==> config.mk <==
export PLATFORM = sky130hd
export DESIGN_NAME = bcd_to_bin
export DESIGN_NICKNAME = d
export VERILOG_FILES = /design/src/rtl/bcd_to_bin.sv
export SDC_FILE = /design/constraint.sdc
export NUM_CORES = 1
export LEC_CHECK = 0
export ABC_AREA = 1
export CAP_MARGIN = 25
export CORE_MARGIN = 3
export CORE_UTILIZATION = 52
export DETAILED_ROUTE_END_ITERATION = 16
export GPL_TIMING_DRIVEN = 0
export PLACE_DENSITY = 0.77
export SYNTH_ARGS = -nofsm -noshare
export SYNTH_HDL_FRONTEND = slang
export SYNTH_SLANG_ARGS = --single-unit
export TNS_END_PERCENT = 50
==> constraint.sdc <==
create_clock -name clk -period 2.6 [get_ports clk]
set_clock_uncertainty 0.15 [all_clocks]
set_input_delay 0.78 -clock clk [delete_from_list [all_inputs] [get_ports clk]]
set_output_delay 0.78 -clock clk [all_outputs]
set_load 0.02 [all_outputs]
==> src/rtl/bcd_to_bin.sv <==
// Sequential BCD-to-binary converter: multiply-accumulate by ten, one digit
// per cycle, most significant digit first, with a start/busy/done handshake.

module bcd_mac_step #(
   parameter int DATA_WIDTH = 32
) (
   input  logic [DATA_WIDTH-1:0] acc,
   input  logic [3:0]            digit,
   output logic [DATA_WIDTH-1:0] acc_next,
   output logic                  err,
   output logic                  ovf
);
   // Four guard bits hold acc*10+15 for any acc, so carry-out is never lost.
   logic [DATA_WIDTH+3:0] acc_w;
   logic [DATA_WIDTH+3:0] wide;

   assign acc_w    = {4'b0, acc};
   assign wide     = (acc_w << 3) + (acc_w << 1) + {{DATA_WIDTH{1'b0}}, digit};
   assign acc_next = wide[DATA_WIDTH-1:0];
   assign ovf      = |wide[DATA_WIDTH+3:DATA_WIDTH];
   assign err      = (digit > 4'd9);
endmodule

module bcd_to_bin #(
   parameter int DIGITS     = 8,
   parameter int DATA_WIDTH = 32
) (
   input  logic                  clk,
   input  logic                  rst_n,
   input  logic                  start,
   input  logic [4*DIGITS-1:0]   bcd_in,
   output logic                  busy,
   output logic                  done,
   output logic [DATA_WIDTH-1:0] bin_out,
   output logic                  err,
   output logic                  ovf
);
   localparam int CW = $clog2(DIGITS + 1);
   localparam logic [CW-1:0] LAST = CW'(DIGITS - 1);

   typedef enum logic [1:0] {IDLE, RUN, DONE} state_t;

   typedef struct packed {
      logic [DATA_WIDTH-1:0] bin;
      logic                  err;
      logic                  ovf;
   } result_t;

   state_t                state;
   logic [4*DIGITS-1:0]   sreg;
   logic [DATA_WIDTH-1:0] acc;
   logic [DATA_WIDTH-1:0] acc_next;
   logic [CW-1:0]         cnt;
   logic                  err_st, ovf_st;
   logic                  step_err, step_ovf;
   result_t               res;

   bcd_mac_step #(.DATA_WIDTH(DATA_WIDTH)) u_step (
      .acc      (acc),
      .digit    (sreg[4*DIGITS-1 -: 4]),
      .acc_next (acc_next),
      .err      (step_err),
      .ovf      (step_ovf)
   );

   always_ff @(posedge clk or negedge rst_n) begin
      if (!rst_n) begin
         state  <= IDLE;
         sreg   <= '0;
         acc    <= '0;
         cnt    <= '0;
         err_st <= 1'b0;
         ovf_st <= 1'b0;
         res    <= '0;
         busy   <= 1'b0;
         done   <= 1'b0;
      end else begin
         case (state)
            IDLE: begin
               done <= 1'b0;
               if (start) begin
                  sreg   <= bcd_in;
                  acc    <= '0;
                  cnt    <= '0;
                  err_st <= 1'b0;
                  ovf_st <= 1'b0;
                  busy   <= 1'b1;
                  state  <= RUN;
               end
            end
            RUN: begin
               acc    <= acc_next;
               sreg   <= sreg << 4;
               cnt    <= cnt + CW'(1);
               err_st <= err_st | step_err;
               ovf_st <= ovf_st | step_ovf;
               // Final digit: publish the result including this step's flags.
               if (cnt == LAST) begin
                  res.bin <= acc_next;
                  res.err <= err_st | step_err;
                  res.ovf <= ovf_st | step_ovf;
                  busy    <= 1'b0;
                  done    <= 1'b1;
                  state   <= DONE;
               end
            end
            DONE: begin
               done  <= 1'b0;
               state <= IDLE;
            end
            default: state <= IDLE;
         endcase
      end
   end

   assign bin_out = res.bin;
   assign err     = res.err;
   assign ovf     = res.ovf;
endmodule
==> results.sh, run 1 <==
export IMPL_routedWlPerCell_um=15.2
export IMPL_clkTransAtPathRegs_ps=80
export IMPL_postRouteWirelength_mm=17.6
export IMPL_grt_pass1_vias=5991
export IMPL_r2r_start="acc[2]"
export IMPL_met3_usage=0.0575
export IMPL_rsz0062_at_grt="yes"
export IMPL_crit_chain="inv_2 > fa_2 > fa_2 > inv_2 > nand2_2 > nand2_2 > nand3b_1 > nand2_2 > nand3_2 > nand2_2 > nand4_1 > nand2_1 > nand2_2 > nand3_2 > nand2_1"
export IMPL_ys_ff_latch=108
export IMPL_use_met1=0.317
export IMPL_slew_headroom=0.576
export IMPL_outcome="complete, but fails checks"
export IMPL_use_met2=0.406
export IMPL_dp_hpwl_mm=12.6
export IMPL_synth_flop_cell="dfrtp_1"
export IMPL_cts_tree="done"
export IMPL_reg2reg_slack_ps=-30
export IMPL_cpLargestDelayFamily="simple AND/OR/NAND/NOR gates"
export IMPL_syn_area_per_cell_um2=7.72
export IMPL_yosysMostFrequentCell="nand2_1"
export IMPL_arrival_ps=2740
export IMPL_dieArea_mm2=0.0145
export IMPL_ys_top_cells_by_area="dfrtp_1 40%, nand2_1 17%, ha_1 12%"
export IMPL_grt_usage=0.246
export IMPL_placement_io_buffers=70
export IMPL_regArea_mm2=0.00270
export IMPL_fp_dieH_um=120
export IMPL_row_count=41
export IMPL_min_path_type="in -> async"
export IMPL_drive_gt1_frac=0.138
export IMPL_synth_seq_area_share=0.397
export IMPL_synth_edff_count=0
export IMPL_crit_required_ps=2710
export IMPL_cp_end_kind="register"
export IMPL_grt_max_degree=72
export IMPL_final_hold_viol_count=0
export IMPL_path_max_fanout=3
export IMPL_violations="negative setup slack"
export IMPL_crit_start="acc[2]"
export IMPL_initial_core_util=0.535
export IMPL_gp_congestion=0.928
export IMPL_core_mm2=0.0127
export IMPL_finalCriticalPeriod_ps=2630
export IMPL_fin_setup_tns_ps=-206
export IMPL_viasPerCell=5.31
export IMPL_final_hold_worst_slack_ps=228
export IMPL_synthArstFlopShare=1.00
export IMPL_busiest_layer="met2"
export IMPL_first_iter_violations=377
export IMPL_worstSetupStartpointType="register"
export IMPL_synth_common_cells="315 x nand2_1, 108 x dfrtp_1, 93 x inv_1, 64 x ha_1, 50 x nor2_1"
export IMPL_overflow=0
export IMPL_finalSetupViolations=11
export IMPL_ctsHtreeMaxLevel=3
export IMPL_cts_buffers=9
export IMPL_crit_buf_inv=2
export IMPL_min_period_over_period=1.01
export IMPL_layout_cells_non_filler=1160
export IMPL_cts_buffer_depth=2
export IMPL_antenna_found_initial=0
export IMPL_yosysUniqueCellTypes=41
export IMPL_fin_nets=1084
export IMPL_grt_first_pass_wirelength_mm=28.3
export IMPL_syn_inst=882
export IMPL_drv_cap=0
export IMPL_ys_warn_count=0
export IMPL_multi_input_comb_area_mm2=0.00403
export IMPL_netlist_top_cell_by_area="dfrtp_1"
export IMPL_syn_num_nets=983
export IMPL_pin_count=71
export IMPL_synthDominantCellAreaShare=0.397
export IMPL_ant_nets=0
export IMPL_slowest_stage="fa_2"
export IMPL_slew_viol_final=0
export IMPL_drt_pass1_iterations=7
export IMPL_clkSinkCount=108
export IMPL_placedCellCount=1125
export IMPL_antenna_cells=0
export IMPL_synthesis_area_mm2=0.00681
export IMPL_worst_slack_ps=-30.2
export IMPL_cts_root_buffer_cell="clkbuf_16"
export IMPL_drcViolationCount=0
export IMPL_clk_latency_ps=370
export IMPL_syn_to_final_growth_pct=26.5
export IMPL_nFillCells=1076
export IMPL_vias=6161
export IMPL_worst_setup_path_type="reg -> reg"
export IMPL_preCtsSetupSlack_ps=-369
export IMPL_tightest_slew_ps=636
export IMPL_max_stage_delay_ps=460
export IMPL_fmax_mhz=380
export IMPL_die_w_um=120
export IMPL_cpMostUsedCell="nand2_2"
==> layout make-up <==
type,count,area share
multi-input combinational,655,0.468
buffer,22,0.0135
timing repair buffer,90,0.101
sequential,108,0.314
tap,172,0.0250
inverter,97,0.0431
clock buffer,9,0.0262
clock inverter,7,0.00959
==> layout by cell type, fill, tap and decap left out, types with 7 or more instances in the layout <==
master	n
nand2_2	19
nand3_2	9
clkdlybuf4s50_1	69
inv_2	7
nor3_1	10
nand3_1	27
dfrtp_1	108
o21ai_0	25
nand2_1	294
ha_1	49
inv_1	87
a21oi_2	8
a21oi_1	24
a22oi_1	25
buf_4	24
clkbuf_1	12
nor2_1	46
clkbuf_16	9
ha_4	12
o21ai_1	26
xnor2_1	11
==> worst register-to-register path: stages (launching register included) <==
cell and delay (ps):
dfrtp_1 400, inv_2 90, fa_2 460, fa_2 370
inv_2 70, nand2_2 50, nand2_2 70, nand3b_1 100
nand2_2 120, nand3_2 80, nand2_2 100, nand4_1 150
nand2_1 130, nand2_2 70, nand3_2 60, nand2_1 50
==> cell families after synthesis <==
group,count (synthesis),synth area share
flops,108,0.397
compound gates,129,0.112
buf+inv,119,0.0717
mux,1,0.00147
xor+xnor,18,0.0232
simple gates,441,0.271
fa+ha+maj,66,0.124
==> registers in the layout, summed over array words and instances (netlist names) <==
name,flops
busy,1
err_st,1
err,1
acc,32
bin_out,32
state,2
ovf,1
ovf_st,1
done,1
sreg,32
cnt,4
==> per-stage QoR <==
step,cell area (um^2),utilization
floorplan,6810,-
global placement,7720,0.607
detailed placement,7750,0.609
CTS,8270,0.650
global route,8610,0.677
finish,8610,0.677
==> what timing repair did <==
action / in CTS / in global routing
gates resized for setup: 25 / 63
setup endpoints to repair: 33 / 39
buffers inserted: 15 / 4
pin swaps: 15 / 19
hold buffers: 0 / 0
==> routing by layer <==
layer  vias to the layer above  wire, um
li1                       3063         -
met1                      2877      7600
met2                       183      8540
met3                        38       992
met4                         0       503
met5                         -         0
==> worst paths after layout <==
path | to | cells past startpoint
worst max-delay path | bin_out[30] | 15
worst min-delay path | bin_out[12] | 1
min in group clk | sreg[0] | 2
max in group asynchronous | cnt[1] | 2
worst min register to register | sreg[0] | 2
worst max register to register | bin_out[30] | 15
Power of run 1 is left out: the tool's default activity adds up to more than one toggle a clock period on the data nets, which glitch-free logic cannot reach.
==> run 2, diff against run 1 <==
--- a/config.mk
+++ b/config.mk
@@ -12,7 +12,9 @@
 export DETAILED_ROUTE_END_ITERATION = 16
 export GPL_TIMING_DRIVEN = 0
 export PLACE_DENSITY = 0.77
+export SLEW_MARGIN = 5
 export SYNTH_ARGS = -nofsm -noshare
 export SYNTH_HDL_FRONTEND = slang
+export SYNTH_HIERARCHICAL = 1
 export SYNTH_SLANG_ARGS = --single-unit
 export TNS_END_PERCENT = 50
==> run 2 against run 1 <==
- the run still ends with negative setup slack left
- flip-flop and latch count stayed put
- sequential share of layout area is 1.3 points lower
- cell count is 8.7% higher
- highest routed layer unchanged
- worst hold slack worse by 45 ps
- design area is 4.2% higher
- first-iteration DRC count is 5.3% higher
==> results.sh, run 2 <==
export IMPL_drt_pass1_iterations=6
export IMPL_drcViolationCount=0
export IMPL_slew_headroom=0.577
export IMPL_antenna_cells=0
export IMPL_regArea_mm2=0.00270
export IMPL_reg2reg_slack_ps=-240
export IMPL_syn_inst=978
export IMPL_first_iter_violations=397
export IMPL_ys_warn_count=6
export IMPL_drv_cap=0
export IMPL_min_path_type="in -> async"
export IMPL_fmax_mhz=352
export IMPL_tightest_slew_ps=634
export IMPL_synth_seq_area_share=0.382
export IMPL_ys_ff_latch=108
export IMPL_syn_area_per_cell_um2=7.24
export IMPL_grt_usage=0.254
export IMPL_clkTransAtPathRegs_ps=80
export IMPL_pin_count=71
export IMPL_row_count=41
export IMPL_preCtsSetupSlack_ps=-337
export IMPL_clk_latency_ps=360
export IMPL_ctsHtreeMaxLevel=3
export IMPL_slew_viol_final=0
export IMPL_rr_worst_depth=18
export IMPL_initial_core_util=0.545
export IMPL_dp_hpwl_mm=13.4
export IMPL_viasPerCell=5.29
export IMPL_cts_tree="done"
export IMPL_slowest_stage="fa_2"
export IMPL_synthArstFlopShare=1.00
export IMPL_routedWlPerCell_um=15.3
export IMPL_fin_util=0.692
export IMPL_cts_buffer_depth=2
export IMPL_cts_hold_buf=0
export IMPL_worst_slack_ps=-241
export IMPL_multi_input_comb_area_mm2=0.00434
export IMPL_yosysMostFrequentCell="nand2_1"
export IMPL_cpMostUsedCell="nand2_2"
export IMPL_crit_chain="inv_2 > fa_2 > fa_2 > inv_2 > nand2_2 > nand2_2 > nand3_2 > nand2_4 > nand2_4 > nand2_4 > nand2_4 > nand3_2 > nand2_2 > nor2_2 > nand2_1 > or2_4 > nand2_2 > nand2_2"
export IMPL_path_max_fanout=2
export IMPL_nFillCells=1098
export IMPL_final_hold_viol_count=0
export IMPL_mostFrequentLayoutCell="nand2_1"
export IMPL_max_stage_delay_ps=470
export IMPL_cp_num_cells=18
export IMPL_crit_required_ps=2700
export IMPL_worst_setup_path_type="reg -> reg"
export IMPL_min_period_over_period=1.09
export IMPL_grt_max_degree=67
export IMPL_cts_buffers=9
export IMPL_antenna_found_initial=0
export IMPL_rsz0062_at_grt="yes"
export IMPL_core_mm2=0.0130
export IMPL_layout_common_cells="382 x nand2_1, 108 x dfrtp_1, 106 x nand3_1"
export IMPL_dieArea_mm2=0.0150
export IMPL_gp_congestion=0.932
export IMPL_netlist_top_cell_by_area="dfrtp_1"
export IMPL_cts_root_buffer_cell="clkbuf_16"
export IMPL_arrival_ps=2950
export IMPL_fin_nets=1185
export IMPL_yosysUniqueCellTypes=33
export IMPL_die_w_um=123
export IMPL_synth_flop_cell="dfrtp_1"
export IMPL_worstSetupStartpointType="register"
export IMPL_r2r_end="ovf"
export IMPL_postRouteWirelength_mm=19.3
export IMPL_outcome="complete, but fails checks"
export IMPL_synthesis_area_mm2=0.00708
export IMPL_drive_gt1_frac=0.168
export IMPL_fin_setup_tns_ps=-2940
export IMPL_ys_top_cells_by_area="dfrtp_1 38%, nand2_1 22%, ha_1 11%"
export IMPL_synth_edff_count=0
export IMPL_r2r_start="sreg[31]"
export IMPL_syn_to_final_growth_pct=26.9
export IMPL_cp_end_kind="register"
export IMPL_violations="negative setup slack"
export IMPL_vias=6670
export IMPL_stdcell_area_mm2=0.00898
export IMPL_place_area_mm2=0.00804
export IMPL_finalCriticalPeriod_ps=2840
export IMPL_finalSetupViolations=28
export IMPL_grt_first_pass_wirelength_mm=30.4
export IMPL_clkSinkCount=108
export IMPL_grt_pass1_vias=6438
export IMPL_placement_io_buffers=70
export IMPL_overflow=0
export IMPL_ant_nets=0
export IMPL_syn_num_nets=1079
export IMPL_synth_common_cells="412 x nand2_1, 111 x nand3_1, 108 x dfrtp_1, 80 x inv_1, 64 x ha_1"
export IMPL_fp_dieH_um=123
export IMPL_synthDominantCellAreaShare=0.382
export IMPL_cpLargestDelayFamily="simple AND/OR/NAND/NOR gates"
export IMPL_crit_buf_inv=2
## run 2: cell count changes in the layout (fill, tap and decap cells not counted), moves of 11 or more
cell     delta
a22oi_1    -25
buf_2      +11
nand2_1    +88
o21ai_1    -25
inv_1      -13
nand3_1    +79
o21ai_0    -19
nand2_2    +21
## run 2: layer usage
| metal | global-route usage | up-vias | routed length, um |
|---|---|---|---|
| met3 | 0.0493 | 17 | 916 |
| li1 | - | 3306 | - |
| met1 | 0.346 | 3149 | 8640 |
| met5 | 0 | - | 0 |
| met2 | 0.416 | 198 | 9480 |
| met4 | 0.0644 | 0 | 216 |
## run 2: worst max path at each step
stage / slack (ps) / to / from
3_5_place_dp: -340 / ovf / acc[2]
2_1_floorplan: 0.1 / ovf / acc[2]
4_1_cts: -140 / ovf / acc[2]
3_3_place_gp: -3610 / sreg[15] / rst_n
5_1_grt: -360 / ovf / sreg[31]
6_report: -240 / ovf / sreg[31]
## run 2: cell families (layout without fill, tap and decap cells)
| family | count (synthesis) | count (layout) | share of synthesized area |
|---|---|---|---|
| xor gates and xnor gates | 24 | 24 | 0.0308 |
| adders and majority gates | 66 | 66 | 0.119 |
| DFF | 108 | 108 | 0.382 |
| buffers and inverters | 120 | 231 | 0.0682 |
| and+or+nand+nor | 610 | 610 | 0.359 |
| AOI/OAI and AO/OA | 50 | 50 | 0.0408 |
## run 2: through the flow
stage,instances,hold WS (ps)
after detailed placement,1221,312
after global routing,1261,203
after floorplan,978,291
after CTS,1248,187
after global placement,1220,306
final,1261,183
## run 2: cell type report
type	instances	share of cell area
sequential	108	0.301
inverter	89	0.0372
clock inverter	6	0.00850
tap	172	0.0240
clock buffer	10	0.0255
buffer	31	0.0166
timing repair buffer	95	0.104
multi-input combinational	750	0.483
## run 2: worst register-to-register path, cell delays in order (launching register included)
cell	delay, ps
dfrtp_1	400
inv_2	90
fa_2	480
fa_2	400
inv_2	90
nand2_2	60
nand2_2	80
nand3_2	90
nand2_4	110
nand2_4	60
nand2_4	80
nand2_4	60
nand3_2	70
nand2_2	50
nor2_2	70
nand2_1	60
or2_4	240
nand2_2	70
nand2_2	50
## run 2: timing repair
| action | 4_1_cts | 5_1_grt |
|---|---|---|
| buffers inserted | 11 | 13 |
| resized for setup | 20 | 80 |
| pin swaps | 9 | 33 |
| endpoints found under the setup margin | 21 | 36 |
Power of run 2 is left out for the same reason.
==> run 3, diff against run 2 <==
--- a/config.mk
+++ b/config.mk
@@ -7,7 +7,7 @@
 export LEC_CHECK = 0
 export ABC_AREA = 1
 export CAP_MARGIN = 25
-export CORE_MARGIN = 3
+export CORE_MARGIN = 2
 export CORE_UTILIZATION = 52
 export DETAILED_ROUTE_END_ITERATION = 16
 export GPL_TIMING_DRIVEN = 0
==> run 3 against run 2 <==
- the flow still finishes with violations (negative setup slack)
- setup slack better by 3.1 ps
- die area down 3.2%
- register-to-register slack about the same
- highest routed layer unchanged
==> results.sh, run 3 (same netlist as run 2, synthesis figures left out) <==
export IMPL_outcome="complete, but fails checks"
export IMPL_violations="negative setup slack"
export IMPL_path_max_fanout=4
export IMPL_mostFrequentLayoutCell="nand2_1"
export IMPL_crit_buf_inv=3
export IMPL_rsz0062_at_grt="yes"
export IMPL_slowest_stage="fa_1"
export IMPL_cp_num_cells=14
export IMPL_clk_latency_ps=360
export IMPL_die_w_um=121
export IMPL_grt_usage=0.262
export IMPL_fmax_mhz=352
export IMPL_r2r_start="sreg[31]"
export IMPL_placement_io_buffers=70
export IMPL_cts_tree="done"
export IMPL_fp_dieH_um=121
export IMPL_vias=6694
export IMPL_overflow=0
export IMPL_min_path_type="in -> async"
export IMPL_antenna_cells=0
export IMPL_crit_chain="inv_2 > fa_1 > inv_1 > ha_2 > nand3_2 > nor2_1 > nand2_1 > nand3_4 > buf_6 > a21oi_4 > o211ai_1 > nand2_2 > nand2_1 > nand2_1"
export IMPL_drcViolationCount=0
export IMPL_syn_to_final_growth_pct=25.8
export IMPL_cts_buffers=9
export IMPL_clkTransAtPathRegs_ps=80
export IMPL_layout_common_cells="394 x nand2_1, 109 x nand3_1, 108 x dfrtp_1"
export IMPL_routedWlPerCell_um=14.9
export IMPL_crit_end="bin_out[23]"
export IMPL_core_mm2=0.0132
export IMPL_fin_util=0.672
export IMPL_cp_end_kind="register"
export IMPL_grt_pass1_vias=6230
export IMPL_first_iter_violations=487
export IMPL_slew_viol_final=0
export IMPL_pin_count=71
export IMPL_grt_first_pass_wirelength_mm=30.2
export IMPL_worstSetupStartpointType="register"
export IMPL_dieArea_mm2=0.0146
export IMPL_grt_max_degree=68
export IMPL_cpMostUsedCell="nand2_1"
export IMPL_crit_start="sreg[31]"
export IMPL_drive_gt1_frac=0.155
export IMPL_initial_core_util=0.534
export IMPL_r2r_end="bin_out[23]"
export IMPL_fin_nets=1188
export IMPL_ant_nets=0
export IMPL_drt_pass1_iterations=7
export IMPL_crit_required_ps=2700
export IMPL_max_stage_delay_ps=580
export IMPL_reg2reg_slack_ps=-240
export IMPL_fin_setup_tns_ps=-3220
export IMPL_clkSinkCount=108
export IMPL_drv_cap=0
export IMPL_final_hold_viol_count=0
export IMPL_gp_congestion=0.980
export IMPL_finalCriticalPeriod_ps=2840
export IMPL_cts_root_buffer_cell="clkbuf_16"
export IMPL_worst_slack_ps=-238
export IMPL_cpLargestDelayFamily="adder cells"
export IMPL_min_period_over_period=1.09
export IMPL_worst_setup_path_type="reg -> reg"
export IMPL_viasPerCell=5.28
export IMPL_row_count=42
export IMPL_cts_hold_buf=0
export IMPL_tightest_slew_ps=566
export IMPL_slew_headroom=0.623
export IMPL_rr_worst_depth=14
export IMPL_dp_hpwl_mm=13.3
export IMPL_ctsHtreeMaxLevel=3
export IMPL_arrival_ps=2930
export IMPL_antenna_found_initial=0
export IMPL_postRouteWirelength_mm=18.9
export IMPL_cts_buffer_depth=2
export IMPL_finalSetupViolations=26
[run 3: worst min-delay path by stage]
stage                 from          end  slack (ps)  cells after the start
5_1_grt              rst_n       acc[8]         190                      1
4_1_cts              rst_n       acc[5]         180                      1
3_3_place_gp        err_st       err_st         310                      2
2_1_floorplan       err_st       err_st         290                      2
3_5_place_dp   bin_out[15]  bin_out[15]         310                      2
6_report             rst_n       acc[5]         170                      1
[run 3: per-stage QoR]
| stage | cell area, um^2 | setup WS [ps] | hold WS [ps] | cells |
|---|---|---|---|---|
| after global routing | 8900 | -319 | 193 | 1268 |
| final | 8900 | -238 | 174 | 1268 |
| after detailed placement | 8040 | -328 | 314 | 1225 |
| after floorplan | 7090 | 0.113 | 291 | 978 |
| after global placement | 8020 | -3570 | 306 | 1224 |
| after CTS | 8570 | -157 | 175 | 1258 |
[run 3: cell type report]
cell class	instances	area (um^2)
plain buffers	31	149
clock inverters	6	53.8
fillers	1156	4340
flip-flops and latches	108	2700
inverters	89	334
repair buffers	98	951
clock buffers	10	239
well taps	176	220
multi-input cells	750	4260
[run 3: routing by layer]
layer,global-route usage,up-vias,part of all wire,wire [um]
li1,-,3293,-,-
met1,0.348,3166,0.44,8320
met2,0.428,190,0.48,9150
met3,0.0476,45,0.048,911
met4,0.0938,0,0.029,553
met5,0,-,0,0
[run 3: repair_timing]
action	in CTS	in global routing
pin swaps	10	20
gates cloned	0	0
setup buffers	17	11
gates resized for setup	22	54
endpoints found under the setup margin	17	38
Power of run 3 is left out for the same reason.
